File: config.mk
export PLATFORM = sky130hd
export DESIGN_NAME = srl_fifo_mc
export DESIGN_NICKNAME = d
export VERILOG_FILES = /design/src/rtl/srl_fifo_pkg.sv /design/src/rtl/srl_fifo_mc_shiftreg.sv /design/src/rtl/srl_fifo_mc.sv
export SDC_FILE = /design/constraint.sdc
export NUM_CORES = 1
export LEC_CHECK = 0
export ABC_AREA = 1
export BUFFER_PORTS_ARGS = -buffer_cell sky130_fd_sc_hd__buf_4
export CAP_MARGIN = 15
export CELL_PAD_IN_SITES_DETAIL_PLACEMENT = 1
export CELL_PAD_IN_SITES_GLOBAL_PLACEMENT = 1
export CORE_MARGIN = 5
export CORE_UTILIZATION = 28
export CTS_BUF_LIST = sky130_fd_sc_hd__clkbuf_2
export DETAILED_ROUTE_END_ITERATION = 8
export PLACE_DENSITY = 0.61
export SLEW_MARGIN = 20
export SYNTH_ARGS = -nofsm -noshare
export SYNTH_HDL_FRONTEND = slang
export SYNTH_SLANG_ARGS = --single-unit
File: constraint.sdc
create_clock -name clk -period 4 [get_ports clk]
set_input_delay 0.4 -clock clk [delete_from_list [all_inputs] [get_ports clk]]
set_output_delay 0.4 -clock clk [all_outputs]
set_load 0.02 [all_outputs]
File: src/rtl/srl_fifo_pkg.sv
// Shared types and helpers for the multi-channel shift-register FIFO.
// The status struct width follows the default configuration (DEPTH=4).
package srl_fifo_pkg;

  function automatic int clog2(input int value);
    int r;
    int v;
    r = 0;
    v = value - 1;
    while (v > 0) begin
      r = r + 1;
      v = v >> 1;
    end
    return r;
  endfunction

  localparam int DEF_DEPTH      = 4;
  localparam int DEF_ADDR_WIDTH = clog2(DEF_DEPTH);
  localparam int CNT_W          = DEF_ADDR_WIDTH + 1;

  typedef struct packed {
    logic [CNT_W-1:0] count;
    logic             full_n;
    logic             empty_n;
    logic             afull;
    logic             ovf;
    logic             udf;
  } ch_status_t;

endpackage

File: src/rtl/srl_fifo_mc_shiftreg.sv
// One channel of shift-register storage: shifts in on write, reads any tap.
// No reset so the array maps onto SRL primitives.
module srl_fifo_mc_shiftreg
  import srl_fifo_pkg::*;
#(
  parameter int DATA_WIDTH = 8,
  parameter int DEPTH      = 4,
  parameter int ADDR_WIDTH = 2
) (
  input  logic                  clk,
  input  logic                  we,
  input  logic [ADDR_WIDTH-1:0] addr,
  input  logic [DATA_WIDTH-1:0] din,
  output logic [DATA_WIDTH-1:0] dout
);

  logic [DATA_WIDTH-1:0] r_srl [DEPTH];

  always_ff @(posedge clk) begin
    if (we) begin
      r_srl[0] <= din;
      for (int i = 1; i < DEPTH; i++) begin
        r_srl[i] <= r_srl[i-1];
      end
    end
  end

  assign dout = r_srl[addr];

endmodule

File: src/rtl/srl_fifo_mc.sv
// Multi-channel first-word-fall-through FIFO over shift-register storage,
// with registered per-channel flags, occupancy and sticky error bits.
module srl_fifo_mc
  import srl_fifo_pkg::*;
#(
  parameter int DATA_WIDTH = 8,
  parameter int DEPTH      = 4,
  parameter int ADDR_WIDTH = clog2(DEPTH),
  parameter int NUM_CH     = 2,
  parameter int AF_LEVEL   = DEPTH - 1
) (
  input  logic                             clk,
  input  logic                             reset,
  input  logic [NUM_CH-1:0]                if_write,
  input  logic [NUM_CH*DATA_WIDTH-1:0]     if_din,
  output logic [NUM_CH-1:0]                if_full_n,
  output logic [NUM_CH-1:0]                if_almost_full,
  input  logic [NUM_CH-1:0]                if_read,
  output logic [NUM_CH*DATA_WIDTH-1:0]     if_dout,
  output logic [NUM_CH-1:0]                if_empty_n,
  output logic [NUM_CH*(ADDR_WIDTH+1)-1:0] if_num_data,
  output logic [NUM_CH-1:0]                err_ovf,
  output logic [NUM_CH-1:0]                err_udf
);

  localparam logic [CNT_W-1:0] CNT_FULL = CNT_W'(DEPTH);
  localparam logic [CNT_W-1:0] CNT_AF   = CNT_W'(AF_LEVEL);

  localparam ch_status_t RST_ST = '{
    count:   '0,
    full_n:  1'b1,
    empty_n: 1'b0,
    afull:   (AF_LEVEL == 0),
    ovf:     1'b0,
    udf:     1'b0
  };

  // Simultaneous accepted read and write keeps the count: the shift moves
  // the consumed head up to index count, leaving the new head at count-1.
  function automatic logic [CNT_W-1:0] next_count(input logic [CNT_W-1:0] cnt,
                                                  input logic wr,
                                                  input logic rd);
    logic [CNT_W-1:0] n;
    n = cnt;
    case ({wr, rd})
      2'b10:   n = cnt + 1'b1;
      2'b01:   n = cnt - 1'b1;
      default: n = cnt;
    endcase
    return n;
  endfunction

  function automatic logic [ADDR_WIDTH-1:0] head_addr(input logic [CNT_W-1:0] cnt);
    logic [CNT_W-1:0] m;
    m = cnt - 1'b1;
    return (cnt == '0) ? '0 : ADDR_WIDTH'(m);
  endfunction

  for (genvar c = 0; c < NUM_CH; c++) begin : g_ch
    ch_status_t            r_st;
    ch_status_t            w_nxt;
    logic                  w_wr;
    logic                  w_rd;
    logic [ADDR_WIDTH-1:0] w_addr;
    logic [DATA_WIDTH-1:0] w_dout;

    assign w_wr = if_write[c] & r_st.full_n;
    assign w_rd = if_read[c] & r_st.empty_n;

    always_comb begin
      w_nxt         = r_st;
      w_nxt.count   = next_count(r_st.count, w_wr, w_rd);
      w_nxt.empty_n = (w_nxt.count != '0);
      w_nxt.full_n  = (w_nxt.count != CNT_FULL);
      w_nxt.afull   = (w_nxt.count >= CNT_AF);
      w_nxt.ovf     = r_st.ovf | (if_write[c] & ~r_st.full_n);
      w_nxt.udf     = r_st.udf | (if_read[c] & ~r_st.empty_n);
    end

    always_ff @(posedge clk or posedge reset) begin
      if (reset) begin
        r_st <= RST_ST;
      end else begin
        r_st <= w_nxt;
      end
    end

    assign w_addr = head_addr(r_st.count);

    srl_fifo_mc_shiftreg #(
      .DATA_WIDTH(DATA_WIDTH),
      .DEPTH     (DEPTH),
      .ADDR_WIDTH(ADDR_WIDTH)
    ) u_srl (
      .clk (clk),
      .we  (w_wr),
      .addr(w_addr),
      .din (if_din[c*DATA_WIDTH +: DATA_WIDTH]),
      .dout(w_dout)
    );

    assign if_dout[c*DATA_WIDTH +: DATA_WIDTH]           = w_dout;
    assign if_num_data[c*(ADDR_WIDTH+1) +: ADDR_WIDTH+1] = r_st.count;
    assign if_full_n[c]      = r_st.full_n;
    assign if_empty_n[c]     = r_st.empty_n;
    assign if_almost_full[c] = r_st.afull;
    assign err_ovf[c]        = r_st.ovf;
    assign err_udf[c]        = r_st.udf;
  end

endmodule

==> run summary <==
Required time at the endpoint of the critical path: 3.60 ns. Between clock sinks in the finished design, the worst skew comes to 0.0304 ns. The proportion of layout cells with a drive suffix above 1 works out to 23.8%. Hold repair after CTS inserted 20 buffers. Cells fill 35.9% of the core in the end.

The routed wire length was 7760 um; the count of buffers from port buffering was 53. The floorplan has 41 rows. Category of the worst setup path capture point: a primary output.

Measured against its own limit, the worst slew margin works out to 60.3%. Across all register-to-register paths, the minimum setup slack is 2.12 ns. The number of different library cells used by synthesis comes to 17.

Summed over all layers, the global routing overflow is 0. Setup repair after global routing left no endpoint under its margin. The vertical die dimension is 124 um, and the peak supply drop is 0.368 mV.

The logs give 17.2% for the fraction of met2 tracks used by global routing and 9 for the CTS buffer count. The number of cells traversed by the worst register-to-register path came out at 11. In the synthesized netlist, the number of instances is 335. The run gives 2.48 ns as the critical path data arrival time. The average instance in the mapped netlist occupies 10.8 um2. Across the whole layout, storage elements account for 2320 um2. The average routed wire per standard cell is 13.1 um, and the number of buffers inserted to repair setup after CTS is 0. In the routed layout, each cell is associated on average with a via count of 4.23. The logs give 0 for the number of max-cap violations and 64.1% for the post-synthesis sequential area ratio. TritonCTS built the clock tree. For this configuration, the core starts out at a cell density of 28.6%. Global routing used 14.2% of the available met1 tracks.

Entering global routing, the biggest net connects 34 pins. The critical path is of the reg -> out type. The H-tree was split into 3 levels. In this run the critical register-to-register path is launched from if_full_n[1]. The horizontal die dimension is 124 um. The remaining routing DRC violations is 0, and the largest fanout on the critical path is 19. Once detailed placement completed, the half-perimeter wirelength came to 5380 um. In this run the most used layer during global routing was met2. At the end of routability-driven placement, the weighted congestion stood at 0.759. The routing usage on met3 was 3.09%. The tools report the root buffer selected by CTS as clkbuf_2.

Antenna diode count: 0. The area added between synthesis and finish came out at 25.6%. The detailed router finished its first iteration with 130 violations. The part of the cycle the worst path needs was 71.9%; the total die area was 15,300 um2. The worst register-to-register path ends at if_full_n[1]. The number of antenna-violating nets in the routed design came out at 0. For this design the static power due to leakage is 2.04 nW. The clock drives 80 sinks. In this run the cell area of the synthesized design comes to 3620 um2. The run gives 12,700 um2 as the core region area. Derived from the worst setup path, the maximum achievable clock frequency is 348 MHz. For this run, the number of Yosys warnings is 0.

In this run the power density over the cells is 794 nW/um2. The slew at the pin closest to its max-slew limit is 0.595 ns, and the number of fill cells is 1,462. The critical path launch point type was a register. The number of failing hold endpoints at the final stage was 0. After clock tree synthesis, the clock-pin slew on the worst setup and hold paths is 0.21 ns.

Post-CTS repair changed the size of 0 cells. The tools report the area of the multi-input gates as 1010 um2. The worst hold path terminates at err_ovf[0].

The worst min-delay path category is in -> reg. The overall global routing resource usage came out at 10.9%. For this run, the post-layout net count is 447.

For the final count of pins violating max slew, the log shows 0. In this run the most critical hold path is launched from if_write[0]. The number of global-route vias before repair was 2,640; the number of iterations in the first detailed-routing pass was 4. The wire length of the first global-routing pass is 13,100 um.

Counting instances, the worst hold path has a depth of 3. The run finished with clean final reports. The final route contains 2,505 vias. The clock reaches the later pin of the worst-skew pair after 0.55 ns. The initial antenna violation count was 0; the minimum period implied by the final worst setup slack was 2.88 ns. The total of endpoints with negative setup slack in the final report is 0. 54 I/O pins were placed. Counting flops and latches in the post-synthesis netlist gives 80.

The worst-case clock buffer depth came out at 2. In the final timing run, aggregate negative setup slack is 0 ns. The number of nets handed over by synthesis was 367.
-- metal layers --
layer / wire length (um) / up-vias
li1: - / 1251
met1: 3650 / 1187
met2: 3600 / 57
met3: 387 / 10
met4: 120 / 0
met5: 0 / -
-- area by class of cell --
class	instances	share of cell area, %
Sequential cell	80	51.1
Multi-Input combinational cell	186	22.2
Timing Repair Buffer	75	13.5
Inverter	63	5.20
Tap cell	172	4.73
Clock inverter	7	2.34
Clock buffer	9	0.990
-- Yosys cell counts, drive strengths merged --
| library cell | instances | area, um2 |
|---|---|---|
| nor2 | 4 | 15.0 |
| dfstp | 2 | 52.6 |
| inv | 63 | 236 |
| dfrtp | 14 | 350 |
| buf | 6 | 52.6 |
| ha | 10 | 125 |
| edfxtp | 64 | 1920 |
| nand2 | 94 | 388 |
| o21bai | 4 | 30.0 |
| and2 | 2 | 12.5 |
| a21oi | 2 | 10.0 |
| nand3b | 32 | 240 |
| nand3 | 38 | 190 |
-- where the power goes --
group          internal (mW)  switching [mW]  leakage, nW
clock network          0.221           0.310       0.0898
registers               1.09          0.0840        0.794
logic                  0.692            1.22         1.16
-- registers in the layout, indices dropped and copies added (netlist names) --
signal	count
if_empty_n	2
if_full_n	2
g_ch.u_srl.r_srl	64
err_ovf	2
if_num_data	6
err_udf	2
if_almost_full	2
-- through the flow --
stage                     setup WS [ns]  instance area, um2  hold slack (ns)  std cells  total power, mW
after floorplan                    1.90                3620            0.312        335             2.44
after global placement             1.65                4200            0.421        556             3.09
after detailed placement           1.65                4200            0.430        556             3.12
after CTS                         0.996                4550           0.0341        592             3.69
after global routing              0.857                4550           0.0625        592             3.91
final                              1.12                4550           0.0954        592             3.61
-- logic make-up after synthesis --
kind of cell / after synthesis / synth area share (%)
adder cells (fa/ha/maj): 10 / 3.45
AO/OA/AOI/OAI: 6 / 1.10
AND/OR/NAND/NOR: 170 / 23.3
buffers and inverters: 69 / 7.97
flip-flops: 80 / 64.1
-- worst max-delay path by stage --
stage / end / slack [ns] / from / cells after the start
6_report: if_dout[1] / 1.12 / if_num_data[0] / 8
5_1_grt: if_dout[7] / 0.86 / if_num_data[0] / 8
4_1_cts: if_dout[1] / 1.0 / if_num_data[0] / 8
3_5_place_dp: if_dout[1] / 1.65 / if_num_data[0] / 8
3_3_place_gp: if_dout[2] / 1.65 / if_num_data[0] / 8
2_1_floorplan: if_full_n[1] / 1.90 / if_full_n[1] / 10
-- worst max-delay path, cell delays in order, from the launching register on --
cell	delay, ns
dfrtp_1	0.49
inv_2	0.32
ha_1	0.27
nand2_4	0.16
nand2_2	0.24
inv_2	0.13
nand3_1	0.10
nand2_1	0.07
buf_4	0.16
-- cell usage in the layout (no fill, tap or decap) --
master	count
inv_8	1
nand2_2	2
and2_1	2
inv_1	42
a21oi_1	2
nand2_1	88
nand3_1	38
dfrtp_1	14
bufinv_16	2
ha_1	10
nand2_4	4
edfxtp_1	64
dfstp_2	2
o21bai_1	4
inv_6	4
nand3b_1	32
buf_4	55
inv_2	21
clkbuf_2	9
dlygate4sd3_1	20
nor2_1	4
Power figures use the tool's default switching activity.
